<file path="src/rtl/pll_mdrp_seq.sv">
// Single-command sequencer for the PLL MDRP port: address/write/read ops, optional
// read-back verify, then lock-loss and relock supervision under a timeout.
module pll_mdrp_seq #(
  parameter int unsigned RD_LAT       = 2,
  parameter int unsigned LOCK_TIMEOUT = 50000,
  parameter int unsigned VERIFY       = 1
) (
  input  logic       clk,
  input  logic       rst_n,
  input  logic       cmd_valid,
  output logic       cmd_ready,
  input  logic       cmd_write,
  input  logic [7:0] cmd_addr,
  input  logic [7:0] cmd_wdata,
  output logic       rsp_done,
  output logic [1:0] rsp_err,
  output logic [7:0] rsp_rdata,
  output logic       busy,
  output logic [1:0] mdrp_op,
  output logic       mdrp_inc,
  output logic [7:0] mdrp_wdata,
  input  logic [7:0] mdrp_rdata,
  input  logic       pll_lock
);

  localparam int unsigned TW = 17;
  localparam int unsigned LW = 3;

  localparam logic [1:0] OP_NOP   = 2'b00;
  localparam logic [1:0] OP_WRITE = 2'b01;
  localparam logic [1:0] OP_READ  = 2'b10;
  localparam logic [1:0] OP_ADDR  = 2'b11;

  localparam logic [1:0] ERR_OK     = 2'b00;
  localparam logic [1:0] ERR_VERIFY = 2'b01;
  localparam logic [1:0] ERR_LOSS   = 2'b10;
  localparam logic [1:0] ERR_RELOCK = 2'b11;

  localparam logic [TW-1:0] TO_LAST  = TW'(LOCK_TIMEOUT - 1);
  localparam logic [TW-1:0] TO_SAT   = TW'(LOCK_TIMEOUT);
  localparam logic [LW-1:0] LAT_LAST = LW'(RD_LAT);

  typedef enum logic [3:0] {
    S_IDLE, S_ADDR, S_WR, S_VADDR, S_RD, S_RWAIT, S_LOCKLOSS, S_RELOCK, S_DONE
  } state_t;

  state_t        state, state_nxt;
  logic          is_write, is_write_nxt;
  logic [7:0]    addr_q, addr_nxt;
  logic [7:0]    wdata_q, wdata_nxt;
  logic [LW-1:0] lat_cnt, lat_nxt;
  logic [TW-1:0] to_cnt, to_nxt;
  logic          lock_meta, lock_sync;

  logic          ready_nxt, busy_nxt, done_nxt;
  logic [1:0]    err_nxt, op_nxt;
  logic [7:0]    rdata_nxt, mwdata_nxt;

  assign mdrp_inc = 1'b0;

  // Two-flop resynchronizer for the asynchronous lock indication
  always_ff @(posedge clk or negedge rst_n) begin
    if (!rst_n) begin
      lock_meta <= 1'b0;
      lock_sync <= 1'b0;
    end else begin
      lock_meta <= pll_lock;
      lock_sync <= lock_meta;
    end
  end

  always_ff @(posedge clk or negedge rst_n) begin
    if (!rst_n) begin
      state      <= S_IDLE;
      is_write   <= 1'b0;
      addr_q     <= 8'h00;
      wdata_q    <= 8'h00;
      lat_cnt    <= '0;
      to_cnt     <= '0;
      cmd_ready  <= 1'b0;
      busy       <= 1'b0;
      rsp_done   <= 1'b0;
      rsp_err    <= ERR_OK;
      rsp_rdata  <= 8'h00;
      mdrp_op    <= OP_NOP;
      mdrp_wdata <= 8'h00;
    end else begin
      state      <= state_nxt;
      is_write   <= is_write_nxt;
      addr_q     <= addr_nxt;
      wdata_q    <= wdata_nxt;
      lat_cnt    <= lat_nxt;
      to_cnt     <= to_nxt;
      cmd_ready  <= ready_nxt;
      busy       <= busy_nxt;
      rsp_done   <= done_nxt;
      rsp_err    <= err_nxt;
      rsp_rdata  <= rdata_nxt;
      mdrp_op    <= op_nxt;
      mdrp_wdata <= mwdata_nxt;
    end
  end

  // Next state plus the values the registered outputs take in that state
  always_comb begin
    state_nxt    = state;
    is_write_nxt = is_write;
    addr_nxt     = addr_q;
    wdata_nxt    = wdata_q;
    lat_nxt      = lat_cnt;
    to_nxt       = to_cnt;
    err_nxt      = rsp_err;
    rdata_nxt    = rsp_rdata;
    op_nxt       = OP_NOP;
    mwdata_nxt   = mdrp_wdata;

    case (state)
      S_IDLE: begin
        if (cmd_valid && cmd_ready) begin
          state_nxt    = S_ADDR;
          is_write_nxt = cmd_write;
          addr_nxt     = cmd_addr;
          wdata_nxt    = cmd_wdata;
          op_nxt       = OP_ADDR;
          mwdata_nxt   = cmd_addr;
        end
      end
      S_ADDR: begin
        if (is_write) begin
          state_nxt  = S_WR;
          op_nxt     = OP_WRITE;
          mwdata_nxt = wdata_q;
        end else begin
          state_nxt = S_RD;
          op_nxt    = OP_READ;
        end
      end
      S_WR: begin
        if (VERIFY != 0) begin
          state_nxt  = S_VADDR;
          op_nxt     = OP_ADDR;
          mwdata_nxt = addr_q;
        end else begin
          state_nxt = S_LOCKLOSS;
          to_nxt    = '0;
        end
      end
      S_VADDR: begin
        state_nxt = S_RD;
        op_nxt    = OP_READ;
      end
      S_RD: begin
        state_nxt = S_RWAIT;
        lat_nxt   = '0;
      end
      S_RWAIT: begin
        if (lat_cnt == LAT_LAST) begin
          rdata_nxt = mdrp_rdata;
          if (!is_write) begin
            state_nxt = S_DONE;
            err_nxt   = ERR_OK;
          end else if (mdrp_rdata != wdata_q) begin
            state_nxt = S_DONE;
            err_nxt   = ERR_VERIFY;
          end else begin
            state_nxt = S_LOCKLOSS;
            to_nxt    = '0;
          end
        end else begin
          lat_nxt = lat_cnt + LW'(1);
        end
      end
      S_LOCKLOSS: begin
        if (!lock_sync) begin
          state_nxt = S_RELOCK;
          to_nxt    = '0;
        end else if (to_cnt == TO_LAST) begin
          state_nxt = S_DONE;
          err_nxt   = ERR_LOSS;
        end else if (to_cnt != TO_SAT) begin
          to_nxt = to_cnt + TW'(1);
        end
      end
      S_RELOCK: begin
        if (lock_sync) begin
          state_nxt = S_DONE;
          err_nxt   = ERR_OK;
        end else if (to_cnt == TO_LAST) begin
          state_nxt = S_DONE;
          err_nxt   = ERR_RELOCK;
        end else if (to_cnt != TO_SAT) begin
          to_nxt = to_cnt + TW'(1);
        end
      end
      S_DONE: begin
        state_nxt = S_IDLE;
      end
      default: begin
        state_nxt = S_IDLE;
      end
    endcase

    ready_nxt = (state_nxt == S_IDLE);
    busy_nxt  = (state_nxt != S_IDLE);
    done_nxt  = (state_nxt == S_DONE);
  end

endmodule

</file>
<file path="config.mk">
export PLATFORM = sky130hd
export DESIGN_NAME = pll_mdrp_seq
export DESIGN_NICKNAME = d
export VERILOG_FILES = /design/src/rtl/pll_mdrp_seq.sv
export SDC_FILE = /design/constraint.sdc
export NUM_CORES = 1
export LEC_CHECK = 0
export ABC_AREA = 1
export ABC_CLOCK_PERIOD_IN_PS = 3200
export CAP_MARGIN = 20
export CORE_ASPECT_RATIO = 1.2
export CORE_MARGIN = 5
export CORE_UTILIZATION = 50
export CTS_CLUSTER_DIAMETER = 80
export DETAILED_ROUTE_END_ITERATION = 16
export PLACE_DENSITY = 0.81
export SLEW_MARGIN = 25
export SYNTH_ARGS = -nofsm -noshare
export SYNTH_HDL_FRONTEND = slang
export SYNTH_SLANG_ARGS = --single-unit
</file>
<file path="constraint.sdc">
create_clock -name clk -period 3.2 [get_ports clk]
set_input_delay 0.64 -clock clk [delete_from_list [all_inputs] [get_ports clk]]
set_output_delay 0.64 -clock clk [all_outputs]
set_load 0.01 [all_outputs]
</file>
==> results.md <==
| Stage | Parameter | Reported |
|---|---|---|
| place | Port bufs | 51 |
| critical path | Worst-path maximum fanout | 35 |
| clock network | Clock tree from TritonCTS | built |
| logic synthesis | Instance count of the mapped netlist | 499 |
| die | Core box area | 0.00758 mm² |
| logic synthesis | Most instantiated flip-flop cell in the synthesis netlist | sky130_fd_sc_hd__dfrtp_1 |
| critical path | Sort of element at the start of the critical path | flip-flop |
| critical path | Highest cell delay on the worst timing path | 0.53 ns |
| status | Result of the run | finished, final reports clean |
| die | Die Y | 106 µm |
| layout | Register cell area after layout | 0.00165 mm² |
| route | DR vias | 3566 |
| logic synthesis | Cell variety after synth | 38 |
| layout | Antenna Cells | 0 |
| route | Starting DRC count in detailed routing | 201 |
| die | Row count | 35 |
| critical path | CP cell instances | nor2_2, nand4_2, buf_4, nand2_1, inv_2, nand2_4, mux2_2 |
| sta | Final-report max-slew violation count | 0 |
| power and ir drop | Maximum vdd drop | 0.000608 V |
| sta | Unrepaired setup endpoints after global routing | false |
| die | Initial Utilization | 50.8% |
| clock network | Clock transition at the registers of the reported paths | 0.08 ns |
| layout | Design Area, Final | 0.00462 mm² |
| global route | Overall routing resource usage | 20.3% |
| die | Die Area | 0.00955 mm² |
| logic synthesis | Share of the synthesized area in the top cell type | 43.0% |
| sta | Period Utilization, post-route | 67.7% |
| logic synthesis | Cell with the most instances after synthesis | sky130_fd_sc_hd__nand2_1 |
| logic synthesis | Average cell area after synthesis | 7.71 µm² |
| clock network | Cts-stage hold buffer count | 0 |
| logic synthesis | Post-Synthesis Cell Area | 0.00384 mm² |
| job | Max cap viols | 0 |
| global route | Global-route wire length before repair | 16300 µm |
| critical path | Crit path kind | reg2reg |
| power and ir drop | Areal power density over the cells | 827 mW/mm² |
| sta | TNS Setup | 0 ns |
| clock network | Clock Sink Count | 66 |
| logic synthesis | Number of enable flip-flop cells after synthesis | 0 |
| layout | Number of nets in the final layout | 583 |
| global route | Initial antenna violation count | 0 |
| place | Placer congestion estimate | 0.915 |
| critical path | Critical path data arrival time | 2.40 ns |
| layout | Count of filler cells inserted in the layout | 670 |
| logic synthesis | Top cell types by occurrence after synthesis | sky130_fd_sc_hd__nand2_1 (125), sky130_fd_sc_hd__dfrtp_1 (66), sky130_fd_sc_hd__inv_1 (58) |
| sta | Final Hold Violating Endpoints | 0 |
| power and ir drop | Leak pwr | 0.00223 µW |
| critical path | Critical path's slowest cell | sky130_fd_sc_hd__nor2_2 |
| sta | Min Tclk post-route | 2.17 ns |
| sta | Final number of setup-violating endpoints | 0 |
| critical path | Buffer and inverter count on the worst path | 2 |
| power and ir drop | Power consumption | 3820 µW |
| clock network | Maximum level of the CTS H-tree | 3 |
| clock network | Number of buffers inserted to repair setup after CTS | 0 |
| clock network | Maximum number of buffers from clock root to sink | 2 |
| global route | Largest net degree at the start of global routing | 36 |
| route | Via density per instance | 5.52 |
| clock network | Worst-skew pair later-pin latency | 0.35 ns |
| logic synthesis | Post-synth top area cell | sky130_fd_sc_hd__dfrtp_1 |
| logic synthesis | #FFs+latches synth | 66 |
| sta | Slew at the pin closest to its max-slew limit | 0.943 ns |
| global route | Final global-route overflow total | 0 |
| critical path | Worst Path Required | 3.43 ns |
| logic synthesis | Most area-consuming cells after synthesis | sky130_fd_sc_hd__dfrtp_1 (43%), sky130_fd_sc_hd__nand2_1 (12%), sky130_fd_sc_hd__nand3_1 (6.1%), sky130_fd_sc_hd__inv_1 (5.7%), sky130_fd_sc_hd__nor2_1 (4.0%) |
| sta | Clock Skew | 0.00931 ns |
| place | Sum of net half-perimeters after detailed placement | 7010 µm |
| logic synthesis | Seq/Total Area, Yosys | 43.0% |
| logic synthesis | Syn nets | 532 |
| route | Detail Route Antenna Nets | 0 |
| sta | Achievable clock frequency | 0.461 GHz |
| route | DRT Pass-1 Iters | 5 |
| die | Die outline width | 90.1 µm |
| global route | Via count of the first global-routing pass | 3650 |
| route | Number of remaining DRC errors | 0 |
| place | Dpl cell area | 0.00440 mm² |
| layout | Synthesis-to-layout area growth | 20.2% |
| route | Routed length per placed instance | 14.5 µm |
| route | Wirelength, routed | 9350 µm |
| logic synthesis | Synth Warn # | 0 |
| critical path | Top cell family by delay on the critical path | simple AND/OR/NAND/NOR gates |
| clock network | Master cell of the clock root buffer | sky130_fd_sc_hd__clkbuf_8 |
| clock network | Post-cts repair resize count | 0 |
| clock network | TritonCTS Buffers | 9 |
| critical path | Setup crit end kind | flip-flop |
| sta | Slew Limit Headroom | 36.8% |
| layout | Total area of multi-input combinational cells | 0.00186 mm² |
| layout | Layout cells sized above 1 | 12.3% |
| die | I/O pin count | 53 |
| min path | Worst Hold Class | in2async |
| logic synthesis | Share of flip-flops with an asynchronous set or reset | 100% |
==> final cells by class <==
class | instances | share of cell area [%]
multi-input combinational | 353 | 40.2
sequential | 66 | 35.7
timing repair buffer | 54 | 11.4
inverter | 66 | 5.47
clock buffer | 9 | 2.68
tap | 92 | 2.49
clock inverter | 6 | 2.00
==> worst reg2reg max path, cell delays in order (launching register included) <==
cell                      delay, ns
sky130_fd_sc_hd__dfrtp_1       0.45
sky130_fd_sc_hd__nor2_2        0.53
sky130_fd_sc_hd__nand4_2       0.13
sky130_fd_sc_hd__buf_4         0.27
sky130_fd_sc_hd__nand2_1       0.13
sky130_fd_sc_hd__inv_2         0.06
sky130_fd_sc_hd__nand2_4       0.12
sky130_fd_sc_hd__mux2_2        0.36
==> placed cells by master, fill, tap and decap left out, types with 9 or more instances in the layout <==
| master | count |
|---|---|
| sky130_fd_sc_hd__nand2_1 | 125 |
| sky130_fd_sc_hd__dfrtp_1 | 66 |
| sky130_fd_sc_hd__inv_1 | 58 |
| sky130_fd_sc_hd__clkdlybuf4s50_1 | 50 |
| sky130_fd_sc_hd__nand3_1 | 47 |
| sky130_fd_sc_hd__nor2_1 | 41 |
| sky130_fd_sc_hd__nand4_1 | 22 |
| sky130_fd_sc_hd__o21ai_0 | 22 |
| sky130_fd_sc_hd__a21oi_1 | 16 |
| sky130_fd_sc_hd__nand2_2 | 10 |
| sky130_fd_sc_hd__clkbuf_8 | 9 |
==> metrics by stage <==
step           hold slack, ns  worst slack (ns)  std cells  util (%)
2_1_floorplan           0.331              1.49        499         -
3_3_place_gp            0.337             0.770        631      58.1
3_5_place_dp            0.335             0.806        631      58.1
4_1_cts                 0.285              1.05        646      61.0
5_1_grt                 0.309             0.918        646      61.0
6_report                0.270              1.03        646      61.0
==> logic make-up after synthesis <==
family | after synthesis | share of synthesized area [%]
AO/OA/AOI/OAI | 65 | 10.4
XOR/XNOR | 5 | 1.14
adder cells (fa/ha/maj) | 4 | 1.30
buffers and inverters | 80 | 8.75
flip-flops | 66 | 43.0
multiplexers | 8 | 2.34
other | 1 | 0.0975
AND/OR/NAND/NOR | 270 | 33.0
==> where the power goes <==
part           internal (µW)  switching (µW)
clock network            437             342
logic                    705             982
registers               1140             216
==> final timing paths <==
| path | start | to | slack (ns) | cells past startpoint |
|---|---|---|---|---|
| setup / recovery | state[3] | mdrp_wdata[7] | 1.03 | 7 |
| hold / removal | rst_n | wdata_q[0] | 0.27 | 1 |
| setup reg to reg | state[3] | mdrp_wdata[7] | 1.03 | 7 |
| hold reg to reg | lock_meta | lock_sync | 0.35 | 0 |
| max in group asynchronous | rst_n | state[2] | 2.18 | 2 |
| min in group clk | lock_meta | lock_sync | 0.35 | 0 |
==> layer usage <==
metal	part of all wire (%)	GRT usage, %	vias to the layer above
met5	0	0	-
met3	4.9	3.26	21
met2	52	36.5	122
met4	2.2	7.77	0
li1	-	-	1746
met1	41	24.0	1677
==> sequential cells by signal, indices dropped and copies added (netlist names) <==
register,cells
wdata_q,8
rsp_done,1
lock_meta,1
is_write,1
lat_cnt,3
rsp_err,2
addr_q,8
mdrp_wdata,8
busy,1
rsp_rdata,8
cmd_ready,1
mdrp_op,2
lock_sync,1
to_cnt,17
state,4
Note: power is estimated with default switching activity, not from simulation.
